File: src/rtl/period_meter.sv
// period_meter: measures period and high time of an async input in clock_in cycles.
// Define PERIOD_METER_HIGH_TIME_EN to build the high-phase capture (else high_out = 0).
module period_meter #(
  parameter int WIDTH       = 28,
  parameter int SYNC_STAGES = 2
) (
  input  logic             clock_in,
  input  logic             reset_n,
  input  logic             enable,
  input  logic             sig_in,
  output logic [WIDTH-1:0] period_out,
  output logic [WIDTH-1:0] high_out,
  output logic             valid,
  input  logic             ready,
  output logic             stalled,
  output logic             overrun
);

  localparam logic [WIDTH-1:0] MAX_COUNT = '1;

  typedef enum logic {IDLE, ARMED} state_t;

  state_t                 r_state;
  state_t                 w_next;
  logic [SYNC_STAGES-1:0] r_sync;
  logic                   r_prev;
  logic                   w_s;
  logic                   w_rise;
  logic [WIDTH-1:0]       r_count;
  logic [WIDTH-1:0]       w_count_inc;
  logic                   w_at_max;
  logic                   w_arm;
  logic                   w_stall;
  logic                   w_publish;
  logic                   w_run;
  logic                   r_valid;
  logic                   r_stalled;
  logic                   r_overrun;
  logic [WIDTH-1:0]       r_period;

  assign w_s         = r_sync[SYNC_STAGES-1];
  assign w_rise      = w_s & ~r_prev;
  assign w_count_inc = r_count + 1'b1;
  assign w_at_max    = (r_count == MAX_COUNT);

  always_ff @(posedge clock_in or negedge reset_n) begin
    if (!reset_n) begin
      r_sync <= '0;
      r_prev <= 1'b0;
    end else begin
      r_sync <= {r_sync[SYNC_STAGES-2:0], sig_in};
      r_prev <= w_s;
    end
  end

  always_ff @(posedge clock_in or negedge reset_n) begin
    if (!reset_n) r_state <= IDLE;
    else          r_state <= w_next;
  end

  always_comb begin
    w_next = r_state;
    if (!enable) begin
      w_next = IDLE;
    end else begin
      case (r_state)
        IDLE:    if (w_rise) w_next = ARMED;
        ARMED:   if (w_at_max) w_next = IDLE;
        default: w_next = IDLE;
      endcase
    end
  end

  // Stall wins over a coincident rise: count+1 would not fit.
  always_comb begin
    w_arm     = 1'b0;
    w_stall   = 1'b0;
    w_publish = 1'b0;
    w_run     = 1'b0;
    if (enable) begin
      case (r_state)
        IDLE: w_arm = w_rise;
        ARMED: begin
          w_stall   = w_at_max;
          w_publish = ~w_at_max & w_rise;
          w_run     = ~w_at_max & ~w_rise;
        end
        default: ;
      endcase
    end
  end

  always_ff @(posedge clock_in or negedge reset_n) begin
    if (!reset_n)   r_count <= '0;
    else if (w_run) r_count <= w_count_inc;
    else            r_count <= '0;
  end

  always_ff @(posedge clock_in or negedge reset_n) begin
    if (!reset_n)     r_stalled <= 1'b0;
    else if (!enable) r_stalled <= 1'b0;
    else if (w_stall) r_stalled <= 1'b1;
    else if (w_arm)   r_stalled <= 1'b0;
  end

  always_ff @(posedge clock_in or negedge reset_n) begin
    if (!reset_n) begin
      r_valid   <= 1'b0;
      r_overrun <= 1'b0;
      r_period  <= '0;
    end else if (w_publish) begin
      r_valid  <= 1'b1;
      r_period <= w_count_inc;
      if (r_valid && !ready) r_overrun <= 1'b1;
    end else if (r_valid && ready) begin
      r_valid <= 1'b0;
    end
  end

`ifdef PERIOD_METER_HIGH_TIME_EN
  logic             w_fall;
  logic [WIDTH-1:0] r_hcap;
  logic [WIDTH-1:0] r_high;

  assign w_fall = ~w_s & r_prev;

  always_ff @(posedge clock_in or negedge reset_n) begin
    if (!reset_n)
      r_hcap <= '0;
    else if (!enable)
      r_hcap <= '0;
    else if (r_state == ARMED && !w_at_max && w_fall)
      r_hcap <= w_count_inc;
  end

  always_ff @(posedge clock_in or negedge reset_n) begin
    if (!reset_n)       r_high <= '0;
    else if (w_publish) r_high <= r_hcap;
  end

  assign high_out = r_high;
`else
  assign high_out = '0;
`endif

  assign period_out = r_period;
  assign valid      = r_valid;
  assign stalled    = r_stalled;
  assign overrun    = r_overrun;

endmodule

File: config.mk
export PLATFORM = sky130hd
export DESIGN_NAME = period_meter
export DESIGN_NICKNAME = d
export VERILOG_FILES = /design/src/rtl/period_meter.sv
export SDC_FILE = /design/constraint.sdc
export NUM_CORES = 1
export LEC_CHECK = 0
export CAP_MARGIN = 10
export CORE_MARGIN = 5
export CORE_UTILIZATION = 50
export DETAILED_ROUTE_END_ITERATION = 10
export HOLD_SLACK_MARGIN = 0.15
export PLACE_DENSITY = 0.79
export RECOVER_POWER = 25
export SLEW_MARGIN = 5
export SYNTH_ARGS = -nofsm -noshare
export SYNTH_HDL_FRONTEND = slang
export SYNTH_SLANG_ARGS = --single-unit
File: constraint.sdc
create_clock -name clock_in -period 3.2 [get_ports clock_in]
set_input_delay 0.48 -clock clock_in [delete_from_list [all_inputs] [get_ports clock_in]]
set_output_delay 0.48 -clock clock_in [all_outputs]
set_load 0.005 [all_outputs]
==> results.md <==
* Relative slew slack at 22.8%
* RSZ-0062 raised after global routing: no
* Final hold vios at 0
* Max Cap Viol at 0
* Final WS setup at ~0.96 ns
* Cell taking the most area after synthesis: dfrtp_1
* Share of the synthesized area in the top cell type at between 50% and 60%
* Hold_sp: r_sync[0]
* PortBufs at 35
* ANT nets after route at 0
* Synth Register Bits at 63
* DRC Markers at 0
* Final setup vio count at 0
* Fin Clk Skew at a little under 0.007 ns
* Reg2reg end: period_out[2]
* Most frequent CP cell: clkbuf_1
* Period minus WS final at ~2.2 ns
* Clock-pin transition on the worst setup and hold timing paths at ~0.060 ns
* H-tree Lvls at 3
* YS warnings at 0
* CP peak stage delay at slightly above 0.9 ns
* Top cells by area, synth: dfrtp_1 55%, buf_4 7.8%, nor2_1 7.7%
* Slowest-stage cell, CP: clkbuf_1
* Register Area at between 0.0015 and 0.002 sq mm
* Layout Nets at around 330
* Top FF cell, synth: dfrtp_1
* # IOs at 64
* Synthesized-area fraction occupied by adder cells at 0.436%
* Multi-input logic area at about 0.0011 sq mm
* Initial Utilization at 51.8%
* Mux cell area share after synthesis at less than 1%
* Area of the core at 0.00554 sq mm
* Count leader, synth: dfrtp_1
* Drt first-iter violations at 111
* Ant diodes at 0
* Cts hold-fix bufs at 1
* Worst EP arrival at around 2.5 ns
* Wire per inst at approximately 13 um
* Layout cells sized above 1 at roughly 7%
* Worst hold path type: register to register
* Clock Latency Late Sink at roughly 0.34 ns
* Total grt overflow at 0
* Post-Route WL at 5180 um
* Fillers at ~470
* Post-synth EDFFs at 0
* DP HPWL at between 3000 and 4000 um
* Vias post-DR at roughly 1900
* Combinational Power Share at between 10% and 20%
* TritonCTS clock tree: done
* Number of global-route vias before repair at roughly 1800
* Synth Area in Compound Gates at about 7.0%
* Synthesized area at 0.00287 sq mm
* Die ar. at ~0.0074 sq mm
* Sequential fraction of the synthesis area at 54.9%
* GPL Wtd Cong at between 0.7 and 0.8
* Overall routing resource usage at approximately 15%
* PD cells at around 570 mW/mm^2
* Worst reg2reg startpoint: r_count[0]
* Slew Limit Fails at 0
* CP Capture Type: asynchronous set/reset pin
* Synth unique cells at 33
* Root Buffer Master: clkbuf_8
* XOR/XNOR Fraction of Synth Area at around 7.6%
* Setup TNS at 0 ns
* Fmax at between 400 and 500 MHz
* Area grow syn2layout at 16.4%
* Post-CTS Setup Repair Bufs at 0
* Startpoint Class: primary input
* Simple-gate area share of the yosys netlist at roughly 18%
* Crit path max fanout at 22
* Worst-margin pin slew at roughly 1.2 ns
* Bufs on Longest Clock Path at 2
* Cells after synthesis at approximately 280
* Critical Path RT at between 3 and 4 ns
* Status: complete, no violations
* Crit path kind: primary input to asynchronous set/reset pin
* Die H at around 86 um
* Place WS at between 0.8 and 0.9 ns
* Synth cell count leaders: 63 x dfrtp_1, 59 x nor2_1, 30 x buf_4
* Ys async rst share at between 90% and 100%
* Tcrit/Tclk final at a little over two thirds
* Clock Power Share at 32.4%
* Seq pwr share at 49.9%
* Power Internal at between 1 and 1.5 mW
* Vias per cell at a little under 5
* Rows at 27
* R2R cell count at 8
* Switching power at about 0.46 mW
* Syn avg cell area at approximately 10 sq um
* Num CTS Buffers at 9
* Largest family of logic cells by synthesized area: simple AND/OR/NAND/NOR gates
* Sw Share at around 24%
* First-pass GRT wire length at around 8600 um
* Hold path depth at 0
* VDD IR max at 318 uV
* Worst Hold End: r_sync[1]
* Leakage at 1.48 nW
* Crit-path cells: dlygate4sd3_1 > clkbuf_1 > clkbuf_1
* CTS sink cnt at 63
* Largest net degree at the start of global routing at 32
* Die X at between 80 and 90 um
* CTS-repair resized insts at 0
* Drt pass-1 iters at 4
* Worst reg2reg setup slack at roughly 1.1 ns
* Initial antenna violation count at 0
-- worst max-delay path: cells and delay by family --
kind | cells | cell delay, ns
buf+inv | 3 | 2.03
-- logic make-up (layout without fill, tap and decap cells) --
kind of cell | Yosys count | in the layout
fa+ha+maj | 1 | 1
compound gates | 35 | 35
simple gates | 106 | 106
flops | 63 | 63
other cells | 1 | 28
xor+xnor | 25 | 25
mux | 2 | 2
buf+inv | 44 | 64
-- power by group through the flow --
| stage | registers [mW] | logic (mW) | clock network [mW] |
|---|---|---|---|
| finish | 0.952 | 0.339 | 0.618 |
| global route | 0.966 | 0.371 | 0.675 |
| CTS | 0.953 | 0.348 | 0.638 |
| detailed placement | 0.964 | 0.344 | 0 |
| global placement | 0.965 | 0.335 | 0 |
| floorplan | 0.969 | 0.126 | 0 |
-- per-stage QoR --
step                      total power, mW  instances  util (%)  instance area [sq um]  hold slack (ns)
after floorplan                      1.10        304         -                   2970            0.184
after global placement               1.30        380      57.1                   3160            0.335
after detailed placement             1.31        380      57.1                   3160            0.343
after CTS                            1.94        396      60.4                   3350            0.358
after global routing                 2.01        396      60.3                   3340            0.363
final                                1.91        396      60.3                   3340            0.353
-- how the worst max path moves through the flow --
stage                     from             end  slack (ns)  cells after the start
floorplan           r_count[0]  period_out[13]        1.41                      8
global placement        enable   period_out[7]        0.91                      6
detailed placement      enable   period_out[2]        0.84                      6
CTS                 r_count[0]   period_out[2]        1.08                      8
global route           reset_n     r_count[25]        0.49                      3
finish                 reset_n     r_count[25]        0.96                      3
-- cell usage in the layout, fill, tap and decap left out, drive strengths merged, types with 2 or more instances in the layout --
| cell type | instances |
|---|---|
| o22ai | 2 |
| dlygate4sd3 | 2 |
| and4 | 2 |
| clkbuf | 17 |
| clkdlybuf4s50 | 33 |
| and3 | 5 |
| nor4 | 2 |
| a31oi | 2 |
| inv | 7 |
| xor2 | 18 |
| a21oi | 28 |
| conb | 28 |
| nand2 | 8 |
| nand3 | 12 |
| xnor2 | 7 |
| nor2 | 59 |
| buf | 5 |
| nand4 | 10 |
| dfrtp | 63 |
| nand2b | 2 |
-- registers in the layout, indices dropped and copies added, names as in the netlist --
register    flops
valid           1
r_count        28
r_prev          1
stalled         1
period_out     28
overrun         1
r_state         1
r_sync          2
-- metal layers --
metal | global-route usage (%) | share of wire, % | vias up
li1 | - | - | 948
met1 | 20.5 | 48 | 913
met2 | 21.9 | 44 | 53
met3 | 4.51 | 6.0 | 9
met4 | 8.20 | 2.2 | 0
met5 | 0 | 0 | -
-- cell type report --
| class | count | area share [%] |
|---|---|---|
| timing repair buffer | 42 | 11.8 |
| inverter | 7 | 0.786 |
| clock buffer | 15 | 5.28 |
| sequential | 63 | 47.2 |
| multi-input combinational | 197 | 32.3 |
| tap | 72 | 2.69 |
Note: power is estimated with default switching activity, not from simulation.
